<file path="config.mk">
export PLATFORM = sky130hd
export DESIGN_NAME = irq_pending_arbiter
export DESIGN_NICKNAME = d
export VERILOG_FILES = /design/src/rtl/irq_pending_arbiter.sv
export SDC_FILE = /design/constraint.sdc
export NUM_CORES = 1
export LEC_CHECK = 0
export ABC_AREA = 1
export BUFFER_PORTS_ARGS = -buffer_cell sky130_fd_sc_hd__buf_2
export CAP_MARGIN = 15
export CORE_AREA = 4 4 53 55
export DETAILED_ROUTE_END_ITERATION = 8
export DIE_AREA = 0 0 57 59
export PLACE_DENSITY_LB_ADDON = 0.25
export SLEW_MARGIN = 40
export SYNTH_ARGS = -nofsm -noshare
export SYNTH_HDL_FRONTEND = slang
export SYNTH_SLANG_ARGS = --single-unit
</file>
<file path="constraint.sdc">
create_clock -name clk -period 1.3 [get_ports clk]
set_input_delay 0.13 -clock clk [delete_from_list [all_inputs] [get_ports clk]]
set_output_delay 0.13 -clock clk [all_outputs]
set_load 0.05 [all_outputs]
</file>
<file path="src/rtl/irq_pending_arbiter.sv">
// rtl/irq_pending_arbiter.sv - sticky IRQ pending register with priority-encoded valid/ack presentation
// Optional overflow tracking (ovf/ovf_clr) is built when IRQ_OVERFLOW_EN is defined.
module irq_pending_arbiter #(
    parameter int EDGE_MODE      = 1,
    parameter int TIMEOUT_CYCLES = 15
) (
    input  logic       clk,
    input  logic       rst,
    input  logic [7:0] req,
    input  logic [7:0] mask,
    input  logic       irq_ack,
`ifdef IRQ_OVERFLOW_EN
    input  logic [7:0] ovf_clr,
    output logic [7:0] ovf,
`endif
    output logic [7:0] pend,
    output logic       irq_valid,
    output logic [2:0] irq_id,
    output logic       irq_timeout
);

    localparam int CW_RAW = $clog2(TIMEOUT_CYCLES + 1);
    localparam int CW     = (CW_RAW < 1) ? 1 : CW_RAW;
    localparam logic [CW-1:0] TO_LAST = CW'((TIMEOUT_CYCLES == 0) ? 0 : TIMEOUT_CYCLES - 1);

    typedef enum logic {
        IDLE,
        PRESENT
    } state_t;

    state_t        state;
    logic [7:0]    req_q;
    logic [7:0]    set_vec;
    logic [7:0]    clr_vec;
    logic [7:0]    pend_nxt;
    logic [7:0]    eligible;
    logic [2:0]    top_idx;
    logic [CW-1:0] cnt;

    always_comb begin
        set_vec = (EDGE_MODE != 0) ? (req & ~req_q) : req;
    end

    // Ack is only honoured while presenting, which also makes it a no-op when irq_valid=0.
    always_comb begin
        clr_vec = '0;
        if (state == PRESENT && irq_ack) begin
            clr_vec[irq_id] = 1'b1;
        end
    end

    // A fresh set in the ack cycle survives the clear so the new event is not lost.
    always_comb begin
        pend_nxt = (pend & ~clr_vec) | set_vec;
    end

    always_comb begin
        eligible = pend & mask;
    end

    always_comb begin
        top_idx = 3'd0;
        for (int i = 0; i < 8; i++) begin
            if (eligible[i]) begin
                top_idx = 3'(i);
            end
        end
    end

    always_ff @(posedge clk) begin
        if (rst) begin
            state       <= IDLE;
            req_q       <= '0;
            pend        <= '0;
            irq_valid   <= 1'b0;
            irq_id      <= 3'd0;
            irq_timeout <= 1'b0;
            cnt         <= '0;
        end else begin
            req_q       <= req;
            pend        <= pend_nxt;
            irq_timeout <= 1'b0;
            case (state)
                IDLE: begin
                    if (|eligible) begin
                        irq_id    <= top_idx;
                        irq_valid <= 1'b1;
                        cnt       <= '0;
                        state     <= PRESENT;
                    end
                end
                PRESENT: begin
                    if (irq_ack) begin
                        irq_valid <= 1'b0;
                        state     <= IDLE;
                    end else if (TIMEOUT_CYCLES != 0) begin
                        if (cnt == TO_LAST) begin
                            irq_valid   <= 1'b0;
                            irq_timeout <= 1'b1;
                            state       <= IDLE;
                        end else begin
                            cnt <= cnt + 1'b1;
                        end
                    end
                end
                default: begin
                    irq_valid <= 1'b0;
                    state     <= IDLE;
                end
            endcase
        end
    end

`ifdef IRQ_OVERFLOW_EN
    logic [7:0] ovf_set;

    // A repeat event on a bit that stays pending is recorded; a new set beats a clear request.
    always_comb begin
        ovf_set = set_vec & pend & ~clr_vec;
    end

    always_ff @(posedge clk) begin
        if (rst) begin
            ovf <= '0;
        end else begin
            ovf <= (ovf & ~ovf_clr) | ovf_set;
        end
    end
`endif

endmodule

</file>
==> flow_metrics.py <==
metrics = {
    "power": {
        "powerDensity_nw_per_um2": 1322,
        "p_leak_nw": 0.6826,
        "peakVddDrop_mv": 0.7436,
    },
    "synthesis": {
        "ys_top_cells_by_count": "nand2_1 (32), nor2_1 (31), dfxtp_1 (26), inv_1 (14), a21oi_1 (13)",
        "synth_cell_type_count": 23,
        "synth_edf_count": 0,
        "synth_seq_area_share": 0.4793,
        "ys_seq_elements": 26,
        "syn_inst": 149,
        "synthArstFlopShare": 0,
        "yosysMostFrequentCell": "nand2_1",
        "ys_warn_count": 0,
        "yosys_most_used_dff": "dfxtp_1",
        "synth_nets": 170,
        "yosysTopAreaCell": "dfxtp_1",
        "synth_area_leaders": "dfxtp_1 (48%), nand2_1 (11%), nor2_1 (11%)",
        "synth.avg_cell_area_um2": 7.289,
        "synth_top_area_frac": 0.4793,
        "syn_area_um2": 1086,
    },
    "clocking": {
        "cts_buffers": 3,
        "cts_tree": "done",
        "cts.path.max_buffers": 2,
        "clock_latency_ns": 0.32,
        "path_clk_slew_ns": 0.14,
        "root_buffer": "clkbuf_4",
        "htree_levels": 1,
        "cts_sinks": 26,
        "ctsHoldBuffers": 0,
    },
    "place": {
        "dpl_cell_area_um2": 1296,
        "place_congestion": 0.7684,
        "io_buffers": 31,
        "place_inst": 210,
        "hpwlAfterDp_um": 1822,
    },
    "drt": {
        "drt_iter0_drc": 30,
        "drtAntennaViolNets": 0,
        "drc": 0,
        "wl_per_cell_um": 10.97,
        "vias": 1035,
        "via_per_inst": 4.792,
        "met1_length_um": 1127,
        "wirelength_um": 2369,
        "top_layer_used": "met4",
        "dr_wl_met2_um": 1067,
        "met3WireLength_um": 129,
        "firstDrtPassIters": 4,
    },
    "worst_setup_path": {
        "cp_max_fo": 6,
        "cp_slowest_stage_delay_ns": 0.45,
        "r2r_slack_ns": 0.11,
        "worstPathCellList": "buf_2",
        "cp.required_ns": 1.17,
        "worstSetupStartpointType": "flop",
        "critPathTopFamily": "flip-flops",
        "critPathArrivalTime_ns": 1.08,
        "crit_buf_inv": 1,
        "slowest_stage": "dfxtp_1",
        "critPathCaptureType": "output pin",
        "critPathKind": "flop to output pin",
    },
    "finish": {
        "fin_cells": 216,
        "drive_gt1_frac": 0.3387,
        "area_growth_pct": 26.84,
        "fillers": 230,
        "diodes": 0,
        "nets": 208,
        "final_cell_area_um2": 1378,
    },
    "grt": {
        "grt_pass1_wl_um": 4036,
        "grtUsageTotal": 0.1517,
        "antenna_found_initial": 0,
        "grt_start_max_net_pins": 16,
        "overflow": 0,
        "grt_pass1_vias": 984,
    },
    "timing": {
        "setup_tns_ns": 0,
        "maxSlewHeadroom": 0.8335,
        "fin_crit_ns": 1.206,
        "max_freq_mhz": 829.2,
        "finalCritPeriodShare": 0.9277,
        "finClkSkew_ns": 0.008699,
        "hold_viol_final": 0,
        "setup_viol": 0,
        "maxSlewViolCount": 0,
        "worstMarginPinSlew_ns": 0.2488,
        "rsz0062_at_grt": "no",
    },
    "floorplanning": {
        "ios": 32,
        "initial_core_util": 0.4549,
        "core_um2": 2387,
        "die_height_um": 59,
        "die_w_um": 57,
        "rows": 18,
        "dieArea_um2": 3363,
    },
    "hold_path": {
        "hp-class": "primary input to flop",
    },
    "flow_run": {
        "max_cap_violations": 0,
    },
    "run_status": {
        "outcome": "complete, no violations",
    },
}
[final cells by class]
type | instances | area, um2 | share of cell area
flip-flops and latches | 26 | 533.0 | 0.3869
multi-input cells | 106 | 529.3 | 0.3842
repair buffers | 35 | 185.2 | 0.1344
inverters | 15 | 56.30 | 0.04087
well taps | 30 | 37.54 | 0.02725
clock buffers | 4 | 36.28 | 0.02634
[per-layer routing]
metal	up-vias	GRT usage
met5	-	0
met4	0	0.06291
met3	5	0.02614
met2	29	0.2529
met1	455	0.1949
li1	546	-
[flip-flops by register name, summed over array words and instances, names as in the netlist]
name	count
irq_valid	1
req_q	8
state	1
pend	8
cnt	4
irq_timeout	1
irq_id	3
[where the power goes]
group | internal [W] | switching (W)
sequential | 0.000870 | 0.0000520
clock | 0.000171 | 0.000236
combinational | 0.000149 | 0.000343
[placed cells by master, fill, tap and decap left out]
cell       n
clkbuf_8   1
o22ai_1    2
nor2_4     1
inv_1     13
nand2_2    3
nand4_1    1
buf_4      4
xnor2_1    1
dfxtp_1   16
o21ai_1    1
inv_2      2
ha_2       2
nor3_1     1
nor4_1     1
nand2_4    3
o21bai_1   1
clkbuf_4   3
buf_2     31
nor2_2     1
nor2_1    31
dfxtp_2   10
nand3_2    1
or2_1      1
nand3_1    8
a21oi_1   13
nand2_1   31
o31ai_1    2
a21oi_2    1
[timing repair]
item                                    CTS  global route
resized for setup                         1             9
setup buffers                             0             2
pin swaps                                 0             4
endpoints found under the setup margin    1             9
[final timing paths]
kind                                from                   to  cells past startpoint
hold / removal                    req[2]  req_q[2]$_SDFF_PP0_                      3
setup reg to reg     cnt[0]$_SDFFE_PP0P_  cnt[0]$_SDFFE_PP0P_                      8
hold reg to reg      req_q[6]$_SDFF_PP0_   pend[6]$_SDFF_PP0_                      1
setup / recovery  irq_id[2]$_SDFFE_PP0P_            irq_id[2]                      1
[cells by family (layout without fill, tap and decap cells)]
group | Yosys count | count (layout) | synth area share
adders and majority gates | 2 | 2 | 0.02304
buffers and inverters | 17 | 54 | 0.05875
xor gates and xnor gates | 1 | 1 | 0.008066
AOI/OAI and AO/OA | 20 | 20 | 0.1048
DFF | 26 | 26 | 0.4793
and+or+nand+nor | 83 | 83 | 0.3260
[stage by stage]
stage	util	total power, W	setup WS, ns	hold slack [ns]
finish	0.5770	0.001821	0.09402	0.007690
global route	0.5770	0.001918	0.002581	0.01731
CTS	0.5587	0.001815	0.008848	0.004503
detailed placement	0.5430	0.001412	0.0008155	0.3525
global placement	0.5430	0.001401	0.07118	0.3338
floorplan	-	0.001281	0.009429	0.2085
Note: power is estimated with default switching activity, not from simulation.
